===== config.mk =====
export PLATFORM = sky130hd
export DESIGN_NAME = mem_access_unit_flat
export DESIGN_NICKNAME = d
export VERILOG_FILES = /design/src/rtl/lsu_pkg.sv /design/src/rtl/mem_access_unit_if.sv /design/src/rtl/mem_access_unit.sv /design/src/flat_wrapper.sv
export SDC_FILE = /design/constraint.sdc
export NUM_CORES = 1
export LEC_CHECK = 0
export BUFFER_PORTS_ARGS = -buffer_cell sky130_fd_sc_hd__buf_2
export CAP_MARGIN = 20
export CORE_MARGIN = 5
export CORE_UTILIZATION = 35
export CTS_CLUSTER_DIAMETER = 60
export DETAILED_ROUTE_END_ITERATION = 6
export GPL_TIMING_DRIVEN = 0
export PLACE_DENSITY_LB_ADDON = 0.3
export SETUP_SLACK_MARGIN = 0.02
export SYNTH_ARGS = -nofsm -noshare
export SYNTH_HDL_FRONTEND = slang
export SYNTH_SLANG_ARGS = --single-unit

===== constraint.sdc =====
create_clock -name clk -period 1.58 [get_ports clk]
set_input_delay 0.079 -clock clk [delete_from_list [all_inputs] [get_ports clk]]
set_output_delay 0.079 -clock clk [all_outputs]
set_load 0.005 [all_outputs]

===== src/rtl/lsu_pkg.sv =====
// Shared definitions for the load/store unit: op codes, FSM state type, default widths
// and the write-protection boundary.
package lsu_pkg;

  localparam int LSU_ADDR_W = 8;
  localparam int LSU_DATA_W = 8;

  // Addresses strictly below this are write-protected when LSU_PROTECT_EN is defined.
  localparam logic [7:0] LSU_PROT_LIMIT = 8'h20;

  localparam logic [1:0] OP_LOAD  = 2'b00;
  localparam logic [1:0] OP_STORE = 2'b01;
  localparam logic [1:0] OP_SWAP  = 2'b10;
  localparam logic [1:0] OP_NOP   = 2'b11;

  typedef enum logic [1:0] {
    IDLE       = 2'd0,
    ACCESS     = 2'd1,
    WRITE_BACK = 2'd2,
    RESP       = 2'd3
  } state_t;

endpackage


===== src/rtl/mem_access_unit_if.sv =====
// Request/response channel between the execute stage (master) and the load/store unit (slave).
interface mem_access_unit_if #(
  parameter int ADDR_W = lsu_pkg::LSU_ADDR_W,
  parameter int DATA_W = lsu_pkg::LSU_DATA_W
);

  // Both channels: a transfer happens on a rising edge where valid && ready; the sender
  // holds valid and its payload stable until that edge, ready may change freely.
  logic              req_valid;
  logic              req_ready;
  logic [1:0]        req_op;
  logic [ADDR_W-1:0] req_addr;
  logic [DATA_W-1:0] req_wdata;

  logic              rsp_valid;
  logic              rsp_ready;
  logic [DATA_W-1:0] rsp_rdata;
  logic              rsp_fault;

  modport master (
    output req_valid, req_op, req_addr, req_wdata, rsp_ready,
    input  req_ready, rsp_valid, rsp_rdata, rsp_fault
  );

  modport slave (
    input  req_valid, req_op, req_addr, req_wdata, rsp_ready,
    output req_ready, rsp_valid, rsp_rdata, rsp_fault
  );

endinterface


===== src/rtl/mem_access_unit.sv =====
// Load/store stage driving the data memory: LOAD/STORE in one access cycle, SWAP as read then write.
// Optional write protection of low addresses is enabled with the LSU_PROTECT_EN macro.
module mem_access_unit
  import lsu_pkg::*;
#(
  parameter int ADDR_W = LSU_ADDR_W,
  parameter int DATA_W = LSU_DATA_W
) (
  input  logic              clk,
  input  logic              rst,
  mem_access_unit_if.slave  bus,
  output logic [ADDR_W-1:0] mem_address,
  output logic [DATA_W-1:0] mem_write_data,
  output logic              mem_write,
  output logic              mem_read,
  input  logic [DATA_W-1:0] mem_read_data,
  output state_t            dbg_state
);

  state_t            state;
  state_t            state_next;
  logic [1:0]        op_q;
  logic [ADDR_W-1:0] addr_q;
  logic [DATA_W-1:0] wdata_q;
  logic [DATA_W-1:0] rdata_q;
  logic              fault_q;
  logic              prot_hit;
  logic              accept;

  assign accept = bus.req_valid && (state == IDLE);

`ifdef LSU_PROTECT_EN
  assign prot_hit = ((op_q == OP_STORE) || (op_q == OP_SWAP)) &&
                    (addr_q < ADDR_W'(LSU_PROT_LIMIT));
`else
  assign prot_hit = 1'b0;
`endif

  always_ff @(posedge clk) begin
    if (rst) state <= IDLE;
    else     state <= state_next;
  end

  always_comb begin
    state_next = state;
    case (state)
      IDLE:       if (accept) state_next = (bus.req_op == OP_NOP) ? RESP : ACCESS;
      ACCESS:     state_next = (op_q == OP_SWAP) ? WRITE_BACK : RESP;
      WRITE_BACK: state_next = RESP;
      RESP:       if (bus.rsp_ready) state_next = IDLE;
      default:    state_next = IDLE;
    endcase
  end

  // Address/data only move for real accesses so the memory bus holds its last value across NOPs.
  always_ff @(posedge clk) begin
    if (rst) begin
      op_q    <= OP_NOP;
      addr_q  <= '0;
      wdata_q <= '0;
      rdata_q <= '0;
      fault_q <= 1'b0;
    end else begin
      if (accept) begin
        op_q    <= bus.req_op;
        rdata_q <= '0;
        fault_q <= 1'b0;
        if (bus.req_op != OP_NOP) begin
          addr_q  <= bus.req_addr;
          wdata_q <= bus.req_wdata;
        end
      end
      if (state == ACCESS) begin
        fault_q <= prot_hit;
        if ((op_q == OP_LOAD) || (op_q == OP_SWAP)) rdata_q <= mem_read_data;
      end
    end
  end

  // Enables are gated by rst so a reset during WRITE_BACK drops the pending write.
  always_comb begin
    mem_read  = 1'b0;
    mem_write = 1'b0;
    if (!rst) begin
      case (state)
        ACCESS: begin
          mem_read  = (op_q == OP_LOAD) || (op_q == OP_SWAP);
          mem_write = (op_q == OP_STORE) && !prot_hit;
        end
        WRITE_BACK: mem_write = !prot_hit;
        default: ;
      endcase
    end
  end

  assign bus.req_ready  = (state == IDLE);
  assign bus.rsp_valid  = (state == RESP);
  assign bus.rsp_rdata  = rdata_q;
  assign bus.rsp_fault  = fault_q;
  assign mem_address    = addr_q;
  assign mem_write_data = wdata_q;
  assign dbg_state      = state;

endmodule


===== src/flat_wrapper.sv =====
// flat-port wrapper written by rule: the top's interface ports become plain ports
module mem_access_unit_flat import lsu_pkg::*;
#(
  parameter int ADDR_W = LSU_ADDR_W,
  parameter int DATA_W = LSU_DATA_W
)
  (clk, rst, mem_address, mem_write_data, mem_write, mem_read, mem_read_data, dbg_state, bus_req_valid, bus_req_op, bus_req_addr, bus_req_wdata, bus_rsp_ready, bus_req_ready, bus_rsp_valid, bus_rsp_rdata, bus_rsp_fault);
  mem_access_unit_if #(.ADDR_W(ADDR_W), .DATA_W(DATA_W)) bus_i ();
  input  logic clk;
  input  logic rst;
  output logic [ADDR_W-1:0] mem_address;
  output logic [DATA_W-1:0] mem_write_data;
  output logic mem_write;
  output logic mem_read;
  input  logic [DATA_W-1:0] mem_read_data;
  output state_t dbg_state;
  input wire logic [$bits(bus_i.req_valid)-1:0] bus_req_valid;
  input wire logic [$bits(bus_i.req_op)-1:0] bus_req_op;
  input wire logic [$bits(bus_i.req_addr)-1:0] bus_req_addr;
  input wire logic [$bits(bus_i.req_wdata)-1:0] bus_req_wdata;
  input wire logic [$bits(bus_i.rsp_ready)-1:0] bus_rsp_ready;
  output wire logic [$bits(bus_i.req_ready)-1:0] bus_req_ready;
  output wire logic [$bits(bus_i.rsp_valid)-1:0] bus_rsp_valid;
  output wire logic [$bits(bus_i.rsp_rdata)-1:0] bus_rsp_rdata;
  output wire logic [$bits(bus_i.rsp_fault)-1:0] bus_rsp_fault;
  assign bus_i.req_valid = bus_req_valid;
  assign bus_i.req_op = bus_req_op;
  assign bus_i.req_addr = bus_req_addr;
  assign bus_i.req_wdata = bus_req_wdata;
  assign bus_i.rsp_ready = bus_rsp_ready;
  assign bus_req_ready = bus_i.req_ready;
  assign bus_rsp_valid = bus_i.rsp_valid;
  assign bus_rsp_rdata = bus_i.rsp_rdata;
  assign bus_rsp_fault = bus_i.rsp_fault;
  mem_access_unit #(.ADDR_W(ADDR_W), .DATA_W(DATA_W)) u_core (.clk(clk), .rst(rst), .bus(bus_i), .mem_address(mem_address), .mem_write_data(mem_write_data), .mem_write(mem_write), .mem_read(mem_read), .mem_read_data(mem_read_data), .dbg_state(dbg_state));
endmodule

# == Word level (Yosys, flattened, before mapping) ==
# Index checks and enable logic that the tools add are counted.
# word_totals
out_inout_bits,31
elab_cells,32
ff_bits,28
inputBits,30
# classes
mux,12
eq_ne,9
n_reduce_logical,6
# op_table
cell,count
$mux W8,3
$eq A2 B2 Y1 const B,4
$pmux W2 S4,1
$mux W2,3
$eq A2 B1 Y1 const B,2
$logic_not A2 Y1,2
$mux W1,4
$ne A2 B2 Y1 const B,2
$reduce_and A2 Y1,2
$ne A2 B1 Y1 const B,1
$pmux W1 S2,1
$logic_and A1 B1 Y1,1
$logic_or A1 B1 Y1,1

# == Depth between registers and ports, before layout ==
# depth
ltp_word,5
depth_mapped,7
mapped_depth_nobuf,5

# == Least setup slack after synthesis ==
# OpenSTA, ideal clock, no wires.
# synth_timing
path_type,reg2reg
startpoint,register u_core.state[0] (netlist: u_core.dbg_state[0])
endpoint,register u_core.op_q[1]
required_ns,1.454
synth_period_minus_slack_ns,1.470
setup_slack_ns,0.110
stages_incl_launch_ff,8
arrival_time_ns,1.344
setup_time_ns,0.126
path_cell_list,dfxtp_1 > inv_1 > ha_1 > and2_1 > buf_4 > buf_2 > nand2_1 > o211ai_1
# synth_between
elab_chain_cells,2
# synth_rtl
element,line_no,source
from (decl),mem_access_unit.sv:20,state_t state;
from (signal assigned),mem_access_unit.sv:41,else state <= state_next;
$logic_not A2 Y1,n/a,
via bus_req_ready,flat_wrapper.sv:22,output wire logic [$bits(bus_i.req_ready)-1:0] bus_req_ready;
$logic_and A1 B1 Y1,mem_access_unit.sv:30,assign accept = bus.req_valid && (state == IDLE);
to (signal assigned),mem_access_unit.sv:65,op_q <= bus.req_op;
to (decl),mem_access_unit.sv:22,logic [1:0] op_q;
# The timed path passes the listed nets, and every way through them passes these cells.
# A chain may end at the register's enable or synchronous reset.

# == Worst setup path after layout ==
# layout_timing
startpoint,register u_core.state[1] (netlist: u_core.dbg_state[1])
endpoint,register u_core.state[0] (netlist: u_core.dbg_state[0])
# layout_between
elab_chain_cells,4
word_cells_on_any_way,9
# layout_rtl
element,line_no
$logic_not A2 Y1,"mem_access_unit.sv:30, mem_access_unit.sv:46"
$logic_and A1 B1 Y1,mem_access_unit.sv:30
$ne A2 B1 Y1 (no line),n/a
$reduce_and A2 Y1 (no line),n/a
# Parallel ways exist; a longest one is shown, timed or not.

==> results.tsv <==
stage	metric	value	unit
clock_tree	cts_sinks	28	
critical_path	critical_path.top_delay_family	compound AO/OA/AOI/OAI gates	
sta	skew	0.001026	ns
detailed_routing	totalWireLength	3.562	mm
power_and_ir_drop	pwr-share-seq	41.2	%
global_routing	grt_use_total	15.53	%
sta	fin_setup_tns	0	ns
global_routing	grt_max_degree	16	
placed_design	port-buffer-count	58	
power_and_ir_drop	clockPowerShare	15.2	%
hold_path	hold_class	input pin to register	
yosys	synthesis.nets	185	
die	rows	21	
global_routing	grt_pass1_vias	1400	
critical_path	path_max_fanout	4	
hold_path	hold_depth	3	
die	die_w	69.25	um
finish	drive_gt1_share	35.02	%
detailed_routing	dr.pass1.iters	4	
finish	layoutNonFillerInstCount	283	
sta	min_period_over_period	93.94	%
placed_design	dpl.hpwl	2.435	mm
clock_tree	cts_buffers	3	
detailed_routing	ant_nets	0	
sta	tightest_slew	0.5062	ns
power_and_ir_drop	p_total	2.255	mW
finish	postLayoutCoreUtil	57.25	%
job	maxCapViolCount	0	
power_and_ir_drop	p_sw	0.7962	mW
sta	setup_viol	0	
detailed_routing	post_drt_wl_per_cell	12.59	um
power_and_ir_drop	p_leak	0.8628	nW
placed_design	gp_congestion	0.8178	
yosys	synth_area	0.001229	mm2
critical_path	crit_path_max_incr_delay	0.39	ns
global_routing	antenna_found_initial	0	
placed_design	dp_cells	253	
clock_tree	root_buffer	clkbuf_4	
sta	hold_viol	0	
die	core	0.003363	mm2
power_and_ir_drop	comb_power_share	43.6	%
finish	diodes	0	
die	initial_utilization	36.53	%
yosys	syn_inst	149	
power_and_ir_drop	p_per_area	1171	mW/mm2
clock_tree	clk_latency	0.32	ns
power_and_ir_drop	intPower	1.459	mW
critical_path	crit_type	register to register	
sta	fmax	673.8	MHz
yosys	synth_top_area_cell	dfxtp_1	
critical_path	endpoint_kind	register	
critical_path	cp.required	1.82	ns
yosys	yosys_warnings	0	
critical_path	cp-start-kind	register	
finish	fin_area	0.001926	mm2
global_routing	grt.overflow.total	0	
clock_tree	cts_tree	done	
detailed_routing	viasPerCell	4.806	
sta	slew_headroom	66.26	%
die	dieHeight	69.25	um
critical_path	path_depth	5	
yosys	synth-seq-cells	28	
clock_tree	clock_path_buffers	2	
critical_path	worst-r2r-cell-count	5	
yosys	syn_avg_cell_area	8.246	um2
outcome	status	complete, no violations	
yosys	netlist.area_leader.share	45.62	%
yosys	ys_seq_area_share	45.62	%
placed_design	placed_area	0.001577	mm2
yosys	yosys-top-cells-area	dfxtp_1, nand3_1, a21oi_1, o21ai_0, ha_1	
detailed_routing	drt_iter0_markers	57	
critical_path	crit_buf_inv	1	
global_routing	grt_pass1_wl	6.348	mm
sta	drv_slew	0	
sta	period_needed	1.484	ns
clock_tree	cts-htree-levels	1	
power_and_ir_drop	switching_share	35.31	%
critical_path	path_cells	buf_4 > ha_1 > nor2b_1 > o31a_1 > a311oi_1	
detailed_routing	drc_errors	0	
finish	nets	274	
critical_path	critPathArrivalTime	1.72	ns
power_and_ir_drop	ir_worst_vdd	857.6	uV
die	io_pins	61	
detailed_routing	vias	1360	
yosys	ys_types	26	
finish	area_growth	56.72	%
die	die-area	0.004796	mm2
clock_tree	clk_pin_slew	0.14	ns
critical_path	critPathSlowestCell	dfxtp_4	
sta	rsz0062_at_grt	no	
==> cell usage after synthesis <==
cell type	instances
nor3b_1	2
buf_1	1
o21ai_1	1
a21oi_1	24
nand3_1	25
a311oi_1	1
and2_1	1
buf_4	2
conb_1	1
dfxtp_1	28
nand2b_1	1
buf_2	6
o31a_1	1
clkbuf_1	3
and2_4	1
nor2_1	3
o221a_1	1
nand2_1	13
a211o_1	1
o21ai_0	16
a31oi_1	1
o211ai_1	1
buf_6	1
ha_1	6
nor2b_1	4
inv_1	4
==> registers in the layout (all words and copies together), names as in the netlist <==
| register | count |
|---|---|
| u_core.dbg_state | 2 |
| u_core.mem_address | 8 |
| u_core.op_q | 2 |
| u_core.mem_write_data | 8 |
| u_core.bus.rsp_rdata | 8 |
==> area by class of cell <==
| class | instances | area [um2] |
|---|---|---|
| tap | 46 | 57.56 |
| sequential | 28 | 568.0 |
| fill | 334 | 1438 |
| inverter | 4 | 20.02 |
| timing repair buffer | 84 | 548.0 |
| clock buffer | 4 | 36.28 |
| buffer | 13 | 78.83 |
| multi-input combinational | 104 | 616.8 |
==> worst register-to-register path, cell delays in order (launching register included) <==
cell	delay, ns
dfxtp_4	0.39
buf_4	0.14
ha_1	0.17
nor2b_1	0.16
o31a_1	0.30
a311oi_1	0.24
==> cells in the final DEF (no fill, tap or decap), types with 2 or more instances in the layout <==
master         instances
inv_1                  2
nor2b_1                4
inv_4                  2
buf_4                  3
dfxtp_4                2
clkbuf_1               2
buf_2                 64
clkbuf_4               3
nand2_1               12
dlygate4sd3_1         25
ha_4                   2
nor2_1                 3
a21oi_1               24
o21ai_0               16
dfxtp_1               26
nand3_1               25
ha_1                   3
buf_6                  2
==> through the flow <==
step	hold slack [ns]	setup slack [ns]
floorplan	0.2012	0.1096
global placement	0.3280	-0.09642
detailed placement	0.3288	-0.1053
CTS	0.007906	0.02474
global route	0.04719	0.01878
finish	0.01541	0.09578
==> final timing paths <==
path / startpoint / end / slack [ns]
hold reg to reg: u_core.bus.rsp_rdata[3] / u_core.bus.rsp_rdata[3] / 0.47
setup reg to reg: u_core.dbg_state[1] / u_core.dbg_state[0] / 0.1
setup / recovery: u_core.dbg_state[1] / u_core.dbg_state[0] / 0.1
hold / removal: bus_req_op[1] / u_core.op_q[1] / 0.02
==> power by group through the flow <==
| stage | sequential (mW) | combinational [mW] | clock (mW) |
|---|---|---|---|
| finish | 0.929 | 0.983 | 0.343 |
| global route | 0.948 | 1.12 | 0.385 |
| CTS | 0.920 | 0.874 | 0.357 |
| detailed placement | 0.917 | 0.816 | 0 |
| global placement | 0.917 | 0.813 | 0 |
| floorplan | 0.915 | 0.526 | 0 |
==> timing repair <==
action,CTS,global route
buffers inserted,0,1
hold buffers,25,0
resized for setup,7,13
hold endpoints to repair,25,0
pin swaps,0,1
endpoints found under the setup margin,23,23
==> cell families (layout without fill, tap and decap cells) <==
logic type	after synthesis	after routing	share of synthesized area, %
other	1	1	0.3052
and+or+nand+nor	50	50	20.06
buffers and inverters	17	105	7.025
AOI/OAI and AO/OA	47	47	20.88
adders and majority gates	6	6	6.110
DFF	28	28	45.62
==> routing by layer <==
| layer | GRT usage [%] | up-vias | wire (um) |
|---|---|---|---|
| met5 | 0 | - | 0 |
| met4 | 2.603 | 0 | 11 |
| met3 | 5.217 | 2 | 235 |
| met2 | 27.01 | 43 | 1742 |
| met1 | 18.76 | 623 | 1571 |
| li1 | - | 692 | - |
(Power assumes the default switching activity.)
